File: src/rtl/cpu_pkg.sv
// Shared CPU definitions: opcodes, sequencer state encoding, control word.
package cpu_pkg;

  // The datapath ALU performs the PC increment, so this value is informational.
  localparam int PC_STEP = 1;

  // ALU operation used for PC increment, address and immediate adds.
  localparam logic [4:0] ADD_OP = 5'b00011;

  localparam logic [4:0] OP_LD   = 5'b00000;
  localparam logic [4:0] OP_LDI  = 5'b00001;
  localparam logic [4:0] OP_ST   = 5'b00010;
  localparam logic [4:0] OP_ADD  = 5'b00011;
  localparam logic [4:0] OP_SUB  = 5'b00100;
  localparam logic [4:0] OP_AND  = 5'b00101;
  localparam logic [4:0] OP_OR   = 5'b00110;
  localparam logic [4:0] OP_ADDI = 5'b01100;
  localparam logic [4:0] OP_NOP  = 5'b11010;
  localparam logic [4:0] OP_HALT = 5'b11011;

  typedef enum logic [3:0] {
    ST_RST  = 4'd0,
    ST_T0   = 4'd1,
    ST_T1   = 4'd2,
    ST_T2   = 4'd3,
    ST_T3   = 4'd4,
    ST_T4   = 4'd5,
    ST_T5   = 4'd6,
    ST_T6   = 4'd7,
    ST_T7   = 4'd8,
    ST_HALT = 4'd9
  } state_t;

  // One datapath control word: every strobe plus the ALU operation select.
  typedef struct packed {
    logic       read;
    logic       write;
    logic       inc_pc;
    logic       gra;
    logic       grb;
    logic       grc;
    logic       rin;
    logic       rout;
    logic       ba_out;
    logic       pc_in;
    logic       ir_in;
    logic       mar_in;
    logic       mdr_in;
    logic       y_in;
    logic       z_in;
    logic       pc_out;
    logic       mdr_out;
    logic       zlow_out;
    logic       c_out;
    logic [4:0] alu_op;
  } ctrl_t;

  localparam ctrl_t CTRL_IDLE = '0;

  // Register-register ALU instructions; their opcode doubles as the ALU select.
  function automatic logic is_rformat(input logic [4:0] op);
    return (op == OP_ADD) || (op == OP_SUB) || (op == OP_AND) || (op == OP_OR);
  endfunction

  // Any opcode the sequencer knows how to execute.
  function automatic logic is_defined(input logic [4:0] op);
    return (op == OP_LD) || (op == OP_LDI) || (op == OP_ST) || is_rformat(op) ||
           (op == OP_ADDI) || (op == OP_NOP) || (op == OP_HALT);
  endfunction

  // Instructions whose final step is T5.
  function automatic logic ends_at_t5(input logic [4:0] op);
    return (op == OP_LDI) || (op == OP_ADDI) || is_rformat(op);
  endfunction

endpackage

File: src/rtl/control_sequencer.sv
// Hardwired control unit: steps fetch/execute T0..T7 and drives datapath strobes.
module control_sequencer
  import cpu_pkg::*;
(
  input  logic        Clock,
  input  logic        clear,
  input  logic [31:0] IR,
  input  logic        Stop,
  output logic        Run,
  output logic        Illegal,
  output logic [4:0]  opcode,
  output logic        Read,
  output logic        Write,
  output logic        IncPC,
  output logic        Gra,
  output logic        Grb,
  output logic        Grc,
  output logic        Rin,
  output logic        Rout,
  output logic        BAout,
  output logic        PCin,
  output logic        IRin,
  output logic        MARin,
  output logic        MDRin,
  output logic        Yin,
  output logic        Zin,
  output logic        PCout,
  output logic        MDRout,
  output logic        Zlowout,
  output logic        Cout
);

  state_t     state_q;
  state_t     state_d;
  logic       last_step;
  ctrl_t      ctrl;
  logic [4:0] ir_op;
  logic       ir_unused_bits;

  assign ir_op          = IR[31:27];
  assign ir_unused_bits = ^IR[26:0];

  // State register; clear low returns to RST from anywhere, even mid-instruction.
  always_ff @(posedge Clock) begin
    if (!clear) begin
      state_q <= ST_RST;
    end else begin
      state_q <= state_d;
    end
  end

  // Next-step sequencing; Stop only matters on an instruction's final step.
  always_comb begin
    state_d   = state_q;
    last_step = 1'b0;
    case (state_q)
      ST_RST: state_d = ST_T0;
      ST_T0:  state_d = ST_T1;
      ST_T1:  state_d = ST_T2;
      ST_T2:  state_d = ST_T3;
      ST_T3: begin
        if (ir_op == OP_HALT) begin
          state_d = ST_HALT;
        end else if ((ir_op == OP_NOP) || !is_defined(ir_op)) begin
          last_step = 1'b1;
        end else begin
          state_d = ST_T4;
        end
      end
      ST_T4:  state_d = ST_T5;
      ST_T5: begin
        if (ends_at_t5(ir_op)) begin
          last_step = 1'b1;
        end else begin
          state_d = ST_T6;
        end
      end
      ST_T6:   state_d = ST_T7;
      ST_T7:   last_step = 1'b1;
      ST_HALT: state_d = ST_HALT;
      default: state_d = ST_RST;
    endcase
    if (last_step) begin
      state_d = Stop ? ST_HALT : ST_T0;
    end
  end

  // Control word decode from the current step and the opcode in IR.
  always_comb begin
    ctrl = CTRL_IDLE;
    case (state_q)
      ST_T0: begin
        ctrl.pc_out = 1'b1;
        ctrl.mar_in = 1'b1;
        ctrl.inc_pc = 1'b1;
        ctrl.z_in   = 1'b1;
        ctrl.alu_op = ADD_OP;
      end
      ST_T1: begin
        ctrl.zlow_out = 1'b1;
        ctrl.pc_in    = 1'b1;
        ctrl.read     = 1'b1;
        ctrl.mdr_in   = 1'b1;
      end
      ST_T2: begin
        ctrl.mdr_out = 1'b1;
        ctrl.ir_in   = 1'b1;
      end
      ST_T3: begin
        if ((ir_op == OP_LD) || (ir_op == OP_LDI) || (ir_op == OP_ST)) begin
          ctrl.grb    = 1'b1;
          ctrl.ba_out = 1'b1;
          ctrl.y_in   = 1'b1;
        end else if (is_rformat(ir_op) || (ir_op == OP_ADDI)) begin
          ctrl.grb  = 1'b1;
          ctrl.rout = 1'b1;
          ctrl.y_in = 1'b1;
        end
      end
      ST_T4: begin
        if (is_rformat(ir_op)) begin
          ctrl.grc    = 1'b1;
          ctrl.rout   = 1'b1;
          ctrl.alu_op = ir_op;
          ctrl.z_in   = 1'b1;
        end else if ((ir_op == OP_LD) || (ir_op == OP_LDI) ||
                     (ir_op == OP_ST) || (ir_op == OP_ADDI)) begin
          ctrl.c_out  = 1'b1;
          ctrl.alu_op = ADD_OP;
          ctrl.z_in   = 1'b1;
        end
      end
      ST_T5: begin
        if ((ir_op == OP_LD) || (ir_op == OP_ST)) begin
          ctrl.zlow_out = 1'b1;
          ctrl.mar_in   = 1'b1;
        end else if (ends_at_t5(ir_op)) begin
          ctrl.zlow_out = 1'b1;
          ctrl.gra      = 1'b1;
          ctrl.rin      = 1'b1;
        end
      end
      ST_T6: begin
        if (ir_op == OP_LD) begin
          ctrl.read   = 1'b1;
          ctrl.mdr_in = 1'b1;
        end else if (ir_op == OP_ST) begin
          // Read stays low so the MDR takes the register value from the bus.
          ctrl.gra    = 1'b1;
          ctrl.rout   = 1'b1;
          ctrl.mdr_in = 1'b1;
        end
      end
      ST_T7: begin
        if (ir_op == OP_LD) begin
          ctrl.mdr_out = 1'b1;
          ctrl.gra     = 1'b1;
          ctrl.rin     = 1'b1;
        end else if (ir_op == OP_ST) begin
          ctrl.write = 1'b1;
        end
      end
      default: ctrl = CTRL_IDLE;
    endcase
  end

  assign Run     = (state_q != ST_RST) && (state_q != ST_HALT);
  assign Illegal = (state_q == ST_T3) && !is_defined(ir_op);

  assign opcode  = ctrl.alu_op;
  assign Read    = ctrl.read;
  assign Write   = ctrl.write;
  assign IncPC   = ctrl.inc_pc;
  assign Gra     = ctrl.gra;
  assign Grb     = ctrl.grb;
  assign Grc     = ctrl.grc;
  assign Rin     = ctrl.rin;
  assign Rout    = ctrl.rout;
  assign BAout   = ctrl.ba_out;
  assign PCin    = ctrl.pc_in;
  assign IRin    = ctrl.ir_in;
  assign MARin   = ctrl.mar_in;
  assign MDRin   = ctrl.mdr_in;
  assign Yin     = ctrl.y_in;
  assign Zin     = ctrl.z_in;
  assign PCout   = ctrl.pc_out;
  assign MDRout  = ctrl.mdr_out;
  assign Zlowout = ctrl.zlow_out;
  assign Cout    = ctrl.c_out;

endmodule

File: config.mk
export PLATFORM = sky130hd
export DESIGN_NAME = control_sequencer
export DESIGN_NICKNAME = d
export VERILOG_FILES = /design/src/rtl/cpu_pkg.sv /design/src/rtl/control_sequencer.sv
export SDC_FILE = /design/constraint.sdc
export NUM_CORES = 1
export LEC_CHECK = 0
export ABC_AREA = 1
export CORE_UTILIZATION = 29
export DETAILED_ROUTE_END_ITERATION = 6
export PLACE_DENSITY = 0.8
export SETUP_SLACK_MARGIN = 0.2
export SLEW_MARGIN = 20
export SYNTH_ARGS = -nofsm -noshare
export SYNTH_HDL_FRONTEND = slang
export SYNTH_SLANG_ARGS = --single-unit
export TNS_END_PERCENT = 1
File: constraint.sdc
create_clock -name Clock -period 1.3 [get_ports Clock]
set_input_delay 0.13 -clock Clock [delete_from_list [all_inputs] [get_ports Clock]]
set_output_delay 0.13 -clock Clock [all_outputs]
set_load 0.1 [all_outputs]
==> metrics, run 1 <==
status=finished, violations left; failing checks=setup timing; fin cells=204; I/O pin total=61; mux contribution to synthesized area=0%; post-route setup slack=-0.384 ns; YS warnings=0; top flop regs=state_q (4); Final nets=213; largest net degree at the start of global routing=6; syn_area_per_cell=5.73 µm²; setup TNS=-7.34 ns; Starting Density=30.9%; die height=48.0 µm; R2R Setup Slk=-0.15 ns; DR WL/cell=17.2 µm; root buffer cell=clkbuf_4; clock skew=0.00965 ns; Max VDD drop=1110 µV; die area=2300 µm²; nature of the critical path startpoint=flop; hold path depth=3; RSZ-0062 raised after global routing=yes; Routed Antenna Nets=0; DP Cell Count=199; ANT cells=0; Post-Synth Adder-Cell Area=0%; Area growth, synth to finish=189%; TritonCTS clock tree=done; iteration-0 DRC count of the detailed router=36; grt total ovfl=0; setup violators final=28; Worst-path clk slew=0.05 ns; max reg flops=4; DR pass1 iterations=4; async set or reset register ratio after synthesis=0%; EDFF count, synth=0; Most used DFF post-synth=dfxtp_1; RR Endpoint=state_q[0]; Synth Area in XOR/XNOR=0%; CP Data Required Time=1.17 ns; I/O Buffers=31; hold slack=0.461 ns; power per cell area=854 nW/µm²; Synth Instances=107; commonest cells in the netlist=inv_1, nor2_1, nand2_1, nand2_2, nand3_1; Period minus WS final=1.68 ns; fill count=79; GPL Wtd Cong=0.919; Final period util=130%; WP data arrival=1.55 ns; Routed WL=3.51 mm; share of post-route cells with drive strength above 1=75.1%; largest register by flop count=state_q; Final Max Tran Viols=0; Post-Syn Area=613 µm²; drt drc=0; Pwr Total=1.52 mW; largest family of logic cells by synthesized area=simple AND/OR/NAND/NOR gates; CTS buffer count=3; CP Capture Type=output port; dominant cell type by area after synthesis=inv_1; Hold/Removal Path Class=primary input to flop; CORE AREA=1980 µm²; most common cell in the netlist=inv_1; Clock Sinks=4; hpwl dp=2.50 mm; WS Path Type=flop to output port; Place WS=-0.504 ns; beginning of the worst hold path=Stop; #FFs+latches synth=4; Leak=0.771 nW; Compound-Gate Fraction of Synth Area=14.7%; row count=16; Crit Path Max Fanout=3; cts hold-fix bufs=0; vias post-DR=1,047; Area contributors post-synth=inv_1, dfxtp_1, nor2_1; first-pass GRT wire length=4.49 mm; Final Hold Viols=0; H-tree depth=1; area share of the largest cell type after synthesis=14.1%; register area share after synthesis=13.1%; Max-Cap Viols=0; Chip Width=48.0 µm; r2r startpoint=state_q[3]; post-synth cell types=26; vias in the first global route=961; initial antenna violation count=0; Simple-Gate Fraction of Synth Area=51.4%; Clock Latency Late Sink=0.25 ns; vias per cell=5.13; Worst Reg-to-Reg Cells=11; clk buf depth=2; Hold Path Sink=state_q[3]; Tot GR Track Use=28.2%; fmax=594 MHz
routing by layer:
layer  GRT usage, %  vias up  wire length, µm
li1               -      482                -
met1           33.0      493             1390
met2           53.5       62             1770
met3           5.28       10              275
met4           3.89        0               76
met5              0        -                0
cell families after synthesis:
logic type,after synthesis
and+or+nand+nor,59
DFF,4
buffers and inverters,29
AOI/OAI and AO/OA,14
other,1
cells in the final DEF, fill, tap and decap left out, drive strengths merged:
master / instances
buf: 62
inv: 24
nor2: 20
nand2: 19
nand3: 11
nor3: 7
o21ai: 6
dlygate4sd2: 5
dfxtp: 4
clkbuf: 4
a31oi: 2
a21oi: 2
conb: 2
clkdlybuf4s50: 2
nand4: 1
o31ai: 1
clkinvlp: 1
a311oi: 1
nor4: 1
o21a: 1
o211a: 1
layout make-up:
type	count	area, µm²	area share (%)
multi-input combinational	75	668	37.7
tap	27	33.8	1.90
sequential	4	95.1	5.36
timing repair buffer	69	846	47.7
inverter	25	105	5.92
clock buffer	4	26.3	1.48
power by group:
part / internal, mW / leakage (nW) / switching [mW] / total [mW]
registers: 0.134 / 0.0356 / 0.0226 / 0.157
clock network: 0.116 / 0.0150 / 0.0616 / 0.177
logic: 0.420 / 0.720 / 0.761 / 1.18
worst max-delay path by stage:
stage	startpoint	cells after the start	end	slack [ns]
6_report	state_q[1]	6	MARin	-0.38
5_1_grt	state_q[1]	6	MARin	-0.45
4_1_cts	state_q[0]	7	opcode[1]	-0.34
3_5_place_dp	IR[29]	9	Gra	-0.50
3_3_place_gp	IR[29]	9	Gra	-0.44
2_1_floorplan	state_q[0]	6	opcode[1]	-0.78
critical path: stages (launching register included):
cell,delay (ns)
dfxtp_4,0.37
inv_2,0.06
buf_4,0.13
nor3_4,0.23
inv_2,0.11
o21ai_2,0.20
buf_12,0.20
through the flow:
step | instance area, µm² | utilization, %
finish | 1770 | 89.5
CTS | 1730 | 87.2
global route | 1770 | 89.5
global placement | 1640 | 82.9
floorplan | 798 | -
detailed placement | 1640 | 82.9
timing repair:
action,CTS,global route
resized for setup,27,12
setup buffers,1,0
pin swaps,12,4
endpoints found under the setup margin,28,28
No activity file was read; power rests on OpenSTA's default activity.
==> run 2: changes to the inputs <==
- GPL_ROUTABILITY_DRIVEN: default -> 1
- clock period: 1.3 -> 1.6 ns (I/O delays scaled with it)
==> metrics, run 2 (synthesis results as in run 1) <==
Hold/Removal Path Class=primary input to flop; DP Cell Count=189; Routed Antenna Nets=0; first-pass GRT wire length=5.62 mm; Final Instance Area=1770 µm²; clk buf depth=2; H-tree depth=1; status=finished, violations left; clock skew=0.0177 ns; die area=2300 µm²; Final period util=106%; DR pass1 iterations=4; die height=48.0 µm; DR WL/cell=19.1 µm; Area growth, synth to finish=189%; share of post-route cells with drive strength above 1=77.6%; row count=16; CORE AREA=1980 µm²; WS Path Type=flop to output port; failing checks=setup timing; setup TNS=-1.23 ns; Chip Width=48.0 µm; fmax=588 MHz; vias in the first global route=1,124; Clock Latency Late Sink=0.27 ns; power per cell area=703 nW/µm²; Max VDD drop=886 µV; commonest non-fill, non-tap cell in the layout=buf_4; largest register by flop count=state_q; Clock Sinks=4; hpwl dp=2.13 mm; setup violators final=20; root buffer cell=clkbuf_4; I/O pin total=61; fin cells=201; Crit Path Max Fanout=4; max reg flops=4; ANT cells=0; Final nets=210; Starting Density=30.9%; initial antenna violation count=0; Critical Path Start=state_q[0]; most frequent cells in the layout=buf_4, buf_12, inv_1; grt total ovfl=0; Final Max Tran Viols=0; Routed WL=3.84 mm; Leak=0.751 nW; Final Hold Viols=0; largest net degree at the start of global routing=6; top flop regs=state_q (4); GPL Wtd Cong=0.896; CP Capture Type=output port; RSZ-0062 raised after global routing=yes; post-route setup slack=-0.101 ns; vias post-DR=1,116; CTS buffer count=3; r2r startpoint=state_q[1]; Max-Cap Viols=0; fill count=74; Tot GR Track Use=37.0%; Placed Area=1560 µm²; CP Data Required Time=1.44 ns; beginning of the worst hold path=Stop; I/O Buffers=31; TritonCTS clock tree=done; hold slack=0.505 ns; Worst-path clk slew=0.06 ns; WP data arrival=1.54 ns; nature of the critical path startpoint=flop; Period minus WS final=1.70 ns; vias per cell=5.55; drt drc=0; iteration-0 DRC count of the detailed router=30
[run 2: cell types whose count changed in the layout (fill, tap and decap cells not counted), moves of 2 or more]
| cell | delta |
|---|---|
| nand2_1 | -2 |
| nand2_2 | +3 |
| clkdlybuf4s15_2 | +2 |
| dlygate4sd2_1 | -4 |
| clkdlybuf4s15_1 | +2 |
| buf_4 | -2 |
[run 2: layout make-up]
cell class              instances  area [µm²]  area share (%)
clock buffers                   4        26.3            1.48
inverters                      25         110            6.21
multi-input cells              75         691            38.9
flip-flops and latches          4        95.1            5.36
well taps                      27        33.8            1.90
repair buffers                 66         818            46.1
[run 2: timing repair]
action,4_1_cts,5_1_grt
endpoints found under the setup margin,28,28
gates cloned,0,0
gates resized for setup,39,13
pin swaps,14,2
setup buffers,8,0
hold buffers,0,0
[run 2: critical path: stages, from the launching register on]
cell and delay, ns:
dfxtp_4 0.38, inv_4 0.05, nor2_4 0.11, inv_2 0.06
nor2_4 0.19, a31oi_4 0.10, a31oi_4 0.19, buf_12 0.19
[run 2: where the power goes]
part / switching [mW] / leakage (nW) / total [mW] / internal, mW
Clock: 0.0723 / 0.0150 / 0.168 / 0.0956
Sequential: 0.0196 / 0.0356 / 0.128 / 0.109
Combinational: 0.620 / 0.701 / 0.952 / 0.332
Total: 0.711 / 0.751 / 1.25 / 0.537
[run 2: worst paths after layout]
| path | end | slack, ns | cells past startpoint |
|---|---|---|---|
| hold / removal | state_q[3] | 0.50 | 3 |
| setup / recovery | opcode[1] | -0.10 | 7 |
| hold reg to reg | state_q[1] | 0.65 | 3 |
| setup reg to reg | state_q[3] | 0.12 | 10 |
[run 2: stage by stage]
step	total power [mW]	util (%)	worst slack [ns]
floorplan	0.677	-	-0.514
global placement	0.976	78.5	-0.198
detailed placement	0.992	78.5	-0.265
CTS	1.19	87.4	-0.0216
global route	1.29	89.5	-0.195
finish	1.25	89.5	-0.101
[run 2: routing by layer]
| layer | up-vias | routed length [µm] | GRT usage, % |
|---|---|---|---|
| met5 | - | 0 | 0 |
| met4 | 0 | 265 | 19.4 |
| met3 | 33 | 321 | 10.6 |
| met2 | 99 | 1880 | 64.9 |
| met1 | 511 | 1370 | 40.1 |
| li1 | 473 | - | - |
==> run 3: changes to the inputs <==
- SLEW_MARGIN: 20 -> default
==> results of run 3 <==
The final DEF is identical to that of run 2; final timing and power are the same.
